**config.mk**
```make
export PLATFORM = sky130hd
export DESIGN_NAME = aes_2om_round_ctrl
export DESIGN_NICKNAME = d
export VERILOG_FILES = /design/src/rtl/aes_2om_pkg.sv /design/src/rtl/aes_2om_lat_cnt.sv /design/src/rtl/aes_2om_round_ctrl.sv
export SDC_FILE = /design/constraint.sdc
export NUM_CORES = 1
export LEC_CHECK = 0
export CORE_MARGIN = 8
export CORE_UTILIZATION = 51
export CTS_CLUSTER_SIZE = 10
export DETAILED_ROUTE_END_ITERATION = 10
export PLACE_DENSITY_LB_ADDON = 0.08
export SYNTH_ARGS = -nofsm -noshare
export SYNTH_HDL_FRONTEND = slang
export SYNTH_HIERARCHICAL = 1
export SYNTH_SLANG_ARGS = --single-unit
```
**constraint.sdc**
```tcl
create_clock -name clk -period 4 [get_ports clk]
set_input_delay 0.8 -clock clk [delete_from_list [all_inputs] [get_ports clk]]
set_output_delay 0.8 -clock clk [all_outputs]
set_load 0.01 [all_outputs]
```
**src/rtl/aes_2om_pkg.sv**
```systemverilog
// Shared types and defaults for the 3-share masked AES round sequencer.
// The per-round randomness refresh is selected with AES_2OM_RND_PER_ROUND_EN.
package aes_2om_pkg;

  typedef enum logic [2:0] {
    ST_IDLE  = 3'd0,
    ST_LOAD  = 3'd1,
    ST_RWAIT = 3'd2,
    ST_SBOX  = 3'd3,
    ST_LIN   = 3'd4,
    ST_FIN   = 3'd5
  } aes_2om_state_e;

  localparam int SBOX_LAT_DEF = 4;
  localparam int ROUNDS_DEF   = 10;
  localparam int RW_DEF       = 4;

  // A one-cycle Sbox still needs a 1-bit counter.
  function automatic int lat_cnt_w(input int lat);
    return (lat > 1) ? $clog2(lat) : 1;
  endfunction

  localparam int LAT_W_DEF = lat_cnt_w(SBOX_LAT_DEF);

endpackage

```
**src/rtl/aes_2om_lat_cnt.sv**
```systemverilog
// Loadable down-counter timing the masked Sbox pipeline; tc_o flags the last cycle.
module aes_2om_lat_cnt #(
  parameter int W = 2
) (
  input  logic         clk,
  input  logic         rst_n,
  input  logic         clr_i,
  input  logic         load_i,
  input  logic [W-1:0] load_val_i,
  input  logic         en_i,
  output logic         tc_o
);

  logic [W-1:0] cnt_q, cnt_d;

  always_comb begin
    cnt_d = cnt_q;
    if (clr_i) begin
      cnt_d = '0;
    end else if (load_i) begin
      cnt_d = load_val_i;
    end else if (en_i && (cnt_q != '0)) begin
      cnt_d = cnt_q - 1'b1;
    end
  end

  always_ff @(posedge clk or negedge rst_n) begin
    if (!rst_n) begin
      cnt_q <= '0;
    end else begin
      cnt_q <= cnt_d;
    end
  end

  assign tc_o = (cnt_q == '0);

endmodule

```
**src/rtl/aes_2om_round_ctrl.sv**
```systemverilog
// Round sequencer for the 3-share masked AES core (load, Sbox layer, linear layer).
// Define AES_2OM_RND_PER_ROUND_EN to wait for fresh randomness before every Sbox pass.
module aes_2om_round_ctrl
  import aes_2om_pkg::*;
#(
  parameter int SBOX_LAT = SBOX_LAT_DEF,
  parameter int ROUNDS   = ROUNDS_DEF,
  parameter int RW       = RW_DEF
) (
  input  logic           clk,
  input  logic           rst_n,
  input  logic           start_i,
  input  logic           abort_i,
  input  logic           rnd_valid_i,
  output logic           rnd_req_o,
  output logic           guards_mux_sel_o,
  output logic           state_load_o,
  output logic           state_en_o,
  output logic           last_round_o,
  output logic           key_en_o,
  output logic [RW-1:0]  round_o,
  output logic           busy_o,
  output logic           done_o,
  output aes_2om_state_e dbg_state_o
);

  localparam int LW = lat_cnt_w(SBOX_LAT);

  // PRNG handshake: rnd_valid_i says the randomness words are fresh; rnd_req_o is
  // asserted in the same cycle the words are consumed, and only when rnd_valid_i is high.

  aes_2om_state_e state_q, state_d;
  logic [RW-1:0]  round_q, round_d;
  logic           rnd_req;
  logic           lat_tc;
  logic           lat_load;

  always_comb begin
    state_d = state_q;
    round_d = round_q;
    rnd_req = 1'b0;
    if (abort_i) begin
      state_d = ST_IDLE;
      round_d = '0;
    end else begin
      unique case (state_q)
        ST_IDLE: begin
          if (start_i) begin
            state_d = ST_LOAD;
            round_d = RW'(1);
          end
        end
        ST_LOAD:  state_d = ST_RWAIT;
        ST_RWAIT: begin
          if (rnd_valid_i) begin
            rnd_req = 1'b1;
            state_d = ST_SBOX;
          end
        end
        ST_SBOX: begin
          if (lat_tc) state_d = ST_LIN;
        end
        ST_LIN: begin
          if (round_q >= RW'(ROUNDS)) begin
            state_d = ST_FIN;
          end else begin
            round_d = round_q + RW'(1);
`ifdef AES_2OM_RND_PER_ROUND_EN
            state_d = ST_RWAIT;
`else
            state_d = ST_SBOX;
`endif
          end
        end
        ST_FIN: begin
          state_d = ST_IDLE;
          round_d = '0;
        end
        default: begin
          state_d = ST_IDLE;
          round_d = '0;
        end
      endcase
    end
  end

  always_ff @(posedge clk or negedge rst_n) begin
    if (!rst_n) begin
      state_q <= ST_IDLE;
      round_q <= '0;
    end else begin
      state_q <= state_d;
      round_q <= round_d;
    end
  end

  // Counter is reloaded on every entry into SBOX, so it never carries over between rounds.
  assign lat_load = (state_d == ST_SBOX) && (state_q != ST_SBOX);

  aes_2om_lat_cnt #(.W(LW)) u_lat_cnt (
    .clk        (clk),
    .rst_n      (rst_n),
    .clr_i      (abort_i),
    .load_i     (lat_load),
    .load_val_i (LW'(SBOX_LAT - 1)),
    .en_i       (state_q == ST_SBOX),
    .tc_o       (lat_tc)
  );

  assign rnd_req_o        = rnd_req;
  assign guards_mux_sel_o = (state_q == ST_SBOX) && (round_q == RW'(1));
  assign state_load_o     = (state_q == ST_LOAD);
  assign state_en_o       = (state_q == ST_LOAD) || (state_q == ST_LIN);
  assign key_en_o         = (state_q == ST_LIN);
  assign last_round_o     = (state_q != ST_IDLE) && (round_q == RW'(ROUNDS));
  assign round_o          = round_q;
  assign busy_o           = (state_q == ST_LOAD) || (state_q == ST_RWAIT) ||
                            (state_q == ST_SBOX) || (state_q == ST_LIN);
  assign done_o           = (state_q == ST_FIN);
  assign dbg_state_o      = state_q;

endmodule

```
==> run metrics, run 1 <==
DPL Wire Length=1328 um; CP Buf/Inv Count=2; Synth Flop Type=dfrtp_1; Ports=20; WHS=0.6150 ns; area grow syn2layout=24.49%; CTS HTree Levels=1; largest delay contributor family on the critical path=buffers and inverters; worst-path cell chain=clkdlybuf4s50_1 -> nor2_1 -> and3_1 -> clkdlybuf4s50_1; final wirelength=between 1500 and 2000 um; Largest stage delay, worst path=0.64 ns; clk_lat worst skew=0.26 ns; setup tns final=0 ns; # setup viols final=0; PortBufs=19; wire per inst=14.67 um; Mapped Avg Cell Area=9.318 sq um; die area=around 0.0031 sq mm; proportion of layout cells with a drive suffix above 1=16.50%; largest net degree at the start of global routing=12; Final Max Slew Viols=0; post-route ant nets=0; clk slew on worst S/H paths=0.06 ns; cts hold-fix bufs=0; Hold Path Depth=2; Initial Utilization=53.19%; EDFF count, synth=0; cell count along the critical path=4; Worst Reg-to-Reg Cells=7; synthesized cell area=792.0 sq um; register area share after synthesis=28.44%; final period utilization=79.38%; Post-CTS Setup Inserts=0; skew final=0.002368 ns; status=finished clean; All-Layer GR Usage=between 10 and 15%; Crit Path Category=in2out; Peak VDD IR=0.0002162 V; CP Max Fanout=11; GP Congestion=0.7958; chip width=55.41 um; n_diodes=0; Synth warnings=6; CP arrival=2.38 ns; asr flop ratio synth=100.0%; Core Area=0.001489 sq mm; Via density=between 5 and 6; Worst Setup Start Kind=primary input; Row Count=14; Hold Fails Final Rpt=0; CTS Buf Count=3; first-pass GRT wire length=between 2000 and 3000 um; CTS max path bufs=2; minimum clock period=3.175 ns; CTS tree=built; Synth Instances=85; root cell of the clock tree=clkbuf_4; flops & latches, synth=9; Worst Path Required=3.20 ns; Power Density=between 200 and 300 mW/mm^2; initial DRC count=8; Netlist cell types=43; initial antenna violation count=0; Congestion Overflow GR=0; Final nets=113; crit end category=output port; max-cap viol count=0; commonest non-fill, non-tap cell in the layout=clkdlybuf4s50_1; Filler Cell Count=133; fmax=315.0 MHz; post_cts resized=0; via count=between 600 and 700; most frequent CP cell=clkdlybuf4s50_1; Vert. Die Dim=55.41 um; clock sinks=9; Pleak=around 0.0004 uW; drt first pass iters=4; HP Class=reg2reg; # DRC=0; RSZ-0062 raised after global routing=false; most frequent cells in the layout=19 x clkdlybuf4s50_1, 9 x dfrtp_1, 6 x inv_1; vias in the first global route=636; slowest stage cell, crit path=clkdlybuf4s50_1
[worst register-to-register path: stages, from the launching register on]
cell and delay [ns]:
dfrtp_1 0.45, inv_1 0.09, ha_1 0.27, o31ai_4 0.31, nand2_1 0.14, a221oi_2 0.40
a211oi_2 0.07, nor3_2 0.15
[worst paths after layout]
path	slack (ns)	endpoint	from
max	0.82	rnd_req_o	abort_i
min	0.61	u_lat_cnt/cnt_q[1]	u_lat_cnt/cnt_q[1]
max in group asynchronous	2.87	u_lat_cnt/cnt_q[1]	rst_n
min reg2reg	0.61	u_lat_cnt/cnt_q[1]	u_lat_cnt/cnt_q[1]
min in group asynchronous	0.84	round_o[2]	rst_n
max reg2reg	2.04	u_lat_cnt/cnt_q[1]	round_o[0]
[cell usage after synthesis (2+ instances only)]
| cell type | number | area share, % |
|---|---|---|
| o21ai_0 | 5 | 3.2 |
| nor2_1 | 4 | 1.9 |
| nand2_1 | 3 | 1.4 |
| nor2b_1 | 5 | 3.9 |
| nand4_1 | 2 | 1.6 |
| buf_6 | 2 | 2.8 |
| buf_4 | 2 | 1.9 |
| and3_1 | 2 | 1.6 |
| xnor2_1 | 2 | 2.2 |
| dfrtp_1 | 9 | 28 |
| ha_1 | 4 | 6.3 |
| nand3_1 | 3 | 1.9 |
| a31oi_1 | 5 | 3.9 |
| a21oi_1 | 3 | 1.9 |
| inv_1 | 6 | 2.8 |
[area by class of cell]
type                            instances  area [sq um]  area share, %
Inverter                                8         31.28          3.173
Clock buffer                            4         26.28          2.665
Sequential cell                         9         225.2          22.84
Multi-Input combinational cell         63         493.0          50.00
Tap cell                               16         20.02          2.030
Timing Repair Buffer                   19         190.2          19.29
[layer usage]
layer	GRT usage [%]	wire length [um]	up-vias
met3	4.338	57	0
met5	0	0	-
met4	4.225	0	0
met1	13.27	806	338
met2	18.75	882	14
li1	-	-	336
[logic make-up after synthesis]
family / Yosys count / synth area share (%)
xor gates and xnor gates: 2 / 2.212
other: 1 / 0.4735
buffers and inverters: 14 / 9.792
adders and majority gates: 4 / 6.319
AOI/OAI and AO/OA: 24 / 23.85
DFF: 9 / 28.44
and+or+nand+nor: 30 / 27.01
muxes: 1 / 1.895
[power breakdown]
group | switching [uW] | internal, uW | leakage [uW]
clock | 31.7 | 38.4 | 0.0000150
combinational | 35.1 | 39.8 | 0.000259
sequential | 12.4 | 95.8 | 0.000123
[flip-flops by register name, summed over array words and instances, names as in the netlist]
| signal | flops |
|---|---|
| round_o | 4 |
| u_lat_cnt/cnt_q | 2 |
| dbg_state_o | 3 |
[per-stage QoR]
step	power, uW	setup WS (ns)	cells	util [%]	cell area (sq um)
after floorplan	157.6	1.844	86	-	795.8
after global placement	185.0	0.8532	115	64.45	959.7
after detailed placement	184.9	0.8342	115	64.45	959.7
after CTS	256.2	0.8232	119	66.22	985.9
after global routing	269.0	0.7423	119	66.22	985.9
final	253.3	0.8249	119	66.22	985.9
No activity file was read; power rests on OpenSTA's default activity.
==> inputs of run 2 (changes only) <==
CORE_UTILIZATION = 47   (was 51)
clock period = 3.2 ns   (was 4 ns; I/O delays follow)
==> run 2 against run 1 <==
Cell area up 0.89%; via count up 0.87%; routed wire length up 6.0%; final cell count up 1.7%.
==> run metrics, run 2 (same netlist as run 1, synthesis figures left out) <==
clock sinks=9 (unchanged); slowest stage cell, crit path=dfrtp_1; total power=318.7 uW (+26%); CTS HTree Levels=1 (unchanged); Post-CTS Setup Inserts=0 (unchanged); CTS tree=built; RR Endpoint=u_lat_cnt/cnt_q[1]; status=finished clean; commonest non-fill, non-tap cell in the layout=clkdlybuf4s50_1; DPL Wire Length=1366 um (+2.8%); area of the multi-input gates=493.0 sq um (unchanged); clk slew on worst S/H paths=0.06 ns (about the same); Largest stage delay, worst path=0.61 ns (-0.03 ns); Worst Setup Start Kind=flop; largest delay contributor family on the critical path=buffers and inverters; PortBufs=19 (unchanged); clk_lat worst skew=0.25 ns (about the same); Final Non-Filler Cells=121 (+1.7%); largest net degree at the start of global routing=12 (unchanged); crit end category=output port; CTS Buf Count=3 (unchanged); most frequent cells in the layout=19 x clkdlybuf4s50_1, 9 x dfrtp_1, 6 x inv_1; Ports=20 (unchanged); Via density=5.736 (-0.80%); RSZ-0062 raised after global routing=false; via count=694 (+0.87%); Worst Path Required=2.56 ns (-0.64 ns); placed cells=117 (+1.7%); Crit Path Category=reg2out; area grow syn2layout=25.59%; root cell of the clock tree=clkbuf_4; post-route ant nets=0 (unchanged); Pleak=0.0004015 uW (+1.2%); first-pass GRT wire length=3125 um (+4.6%); max reg flops=4 (unchanged); Final nets=114 (+0.88%); hold endpoint=u_lat_cnt/cnt_q[1]; Core Area=0.001652 sq mm (+11%); min-delay src=u_lat_cnt/cnt_q[1]; Filler Cell Count=157 (+18%); CP Buf/Inv Count=2 (unchanged); Row Count=15 (+1); Congestion Overflow GR=0 (unchanged); R2R setup slack=1.25 ns (-0.79 ns); CTS max path bufs=2 (unchanged); Hold Fails Final Rpt=0 (unchanged); fmax=368.6 MHz; reg-to-reg startpoint=round_o[0]; drt first pass iters=4 (unchanged); # setup viols final=0 (unchanged); Power Density=320.4 mW/mm^2 (+25%); setup tns final=0 ns (unchanged); final wirelength=1850 um (+6.0%); vias in the first global route=679 (+6.8%); worst-path cell chain=clkinv_1 -> a211oi_1 -> clkdlybuf4s50_1; Hold Path Depth=2 (unchanged); proportion of layout cells with a drive suffix above 1=17.31% (+0.80 points); Initial Utilization=47.95% (-5.2 points); GP Congestion=0.8114 (+2.0%); post_cts resized=0 (unchanged); Layout Utilization=60.23% (-6.0 points); initial DRC count=6 (-2); skew final=0.0005731 ns (-0.001795 ns); HP Class=reg2reg; chip width=57.05 um (+3.0%); wire per inst=15.29 um (+4.2%); Worst Reg-to-Reg Cells=7 (unchanged); Vert. Die Dim=57.05 um (+3.0%); All-Layer GR Usage=11.41% (-0.10 points); initial antenna violation count=0 (unchanged); CP arrival=2.07 ns (-0.31 ns); cts hold-fix bufs=0 (unchanged); minimum clock period=2.713 ns; # DRC=0 (unchanged); CP Max Fanout=11 (unchanged); Register Area=225.2 sq um (unchanged); n_diodes=0 (unchanged); Peak VDD IR=0.0001449 V (-33%); max-cap viol count=0 (unchanged); die area=0.003255 sq mm (+6.0%); Final Max Slew Viols=0 (unchanged); final period utilization=84.79%
## run 2: how the worst max path moves through the flow
| stage | slack [ns] | cells past startpoint | from | endpoint |
|---|---|---|---|---|
| finish | 0.49 | 3 | dbg_state_o[2] | last_round_o |
| global route | 0.37 | 3 | dbg_state_o[2] | last_round_o |
| CTS | 0.49 | 3 | dbg_state_o[2] | last_round_o |
| detailed placement | 0.63 | 4 | abort_i | rnd_req_o |
| global placement | 0.62 | 4 | abort_i | rnd_req_o |
| floorplan | 1.32 | 3 | round_o[1] | last_round_o |
## run 2: final cells by class
class / count / area share [%]
multi-input combinational: 63 / 49.56
sequential: 9 / 22.64
timing repair buffer: 20 / 19.87
inverter: 8 / 3.145
clock buffer: 4 / 2.642
tap: 17 / 2.138
## run 2: worst register-to-register path, stage by stage, from the launching register on
cell and delay (ns):
dfrtp_1 0.47, inv_1 0.10, ha_1 0.27, o31ai_4 0.29, nand2_1 0.14, a221oi_2 0.39
a211oi_2 0.07, nor3_2 0.15
## run 2: stage by stage
step | setup WS [ns] | cell area [sq um] | hold WS, ns
final | 0.4867 | 994.7 | 0.6116
after global routing | 0.3705 | 994.7 | 0.6389
after CTS | 0.4895 | 994.7 | 0.6206
after detailed placement | 0.6297 | 968.4 | 0.6038
after global placement | 0.6240 | 968.4 | 0.5855
after floorplan | 1.325 | 795.8 | 0.3444
## run 2: report_power, final
| group | internal [uW] | switching, uW |
|---|---|---|
| registers | 120 | 15.7 |
| logic | 50.7 | 45.8 |
| clock network | 48.0 | 38.8 |
## run 2: per-layer routing
| layer | global-route usage (%) | part of all wire, % | vias to the layer above |
|---|---|---|---|
| met2 | 17.21 | 45 | 17 |
| met1 | 14.84 | 48 | 333 |
| li1 | - | - | 342 |
| met5 | 0 | 0 | - |
| met4 | 5.034 | 0.81 | 0 |
| met3 | 2.882 | 6.4 | 2 |
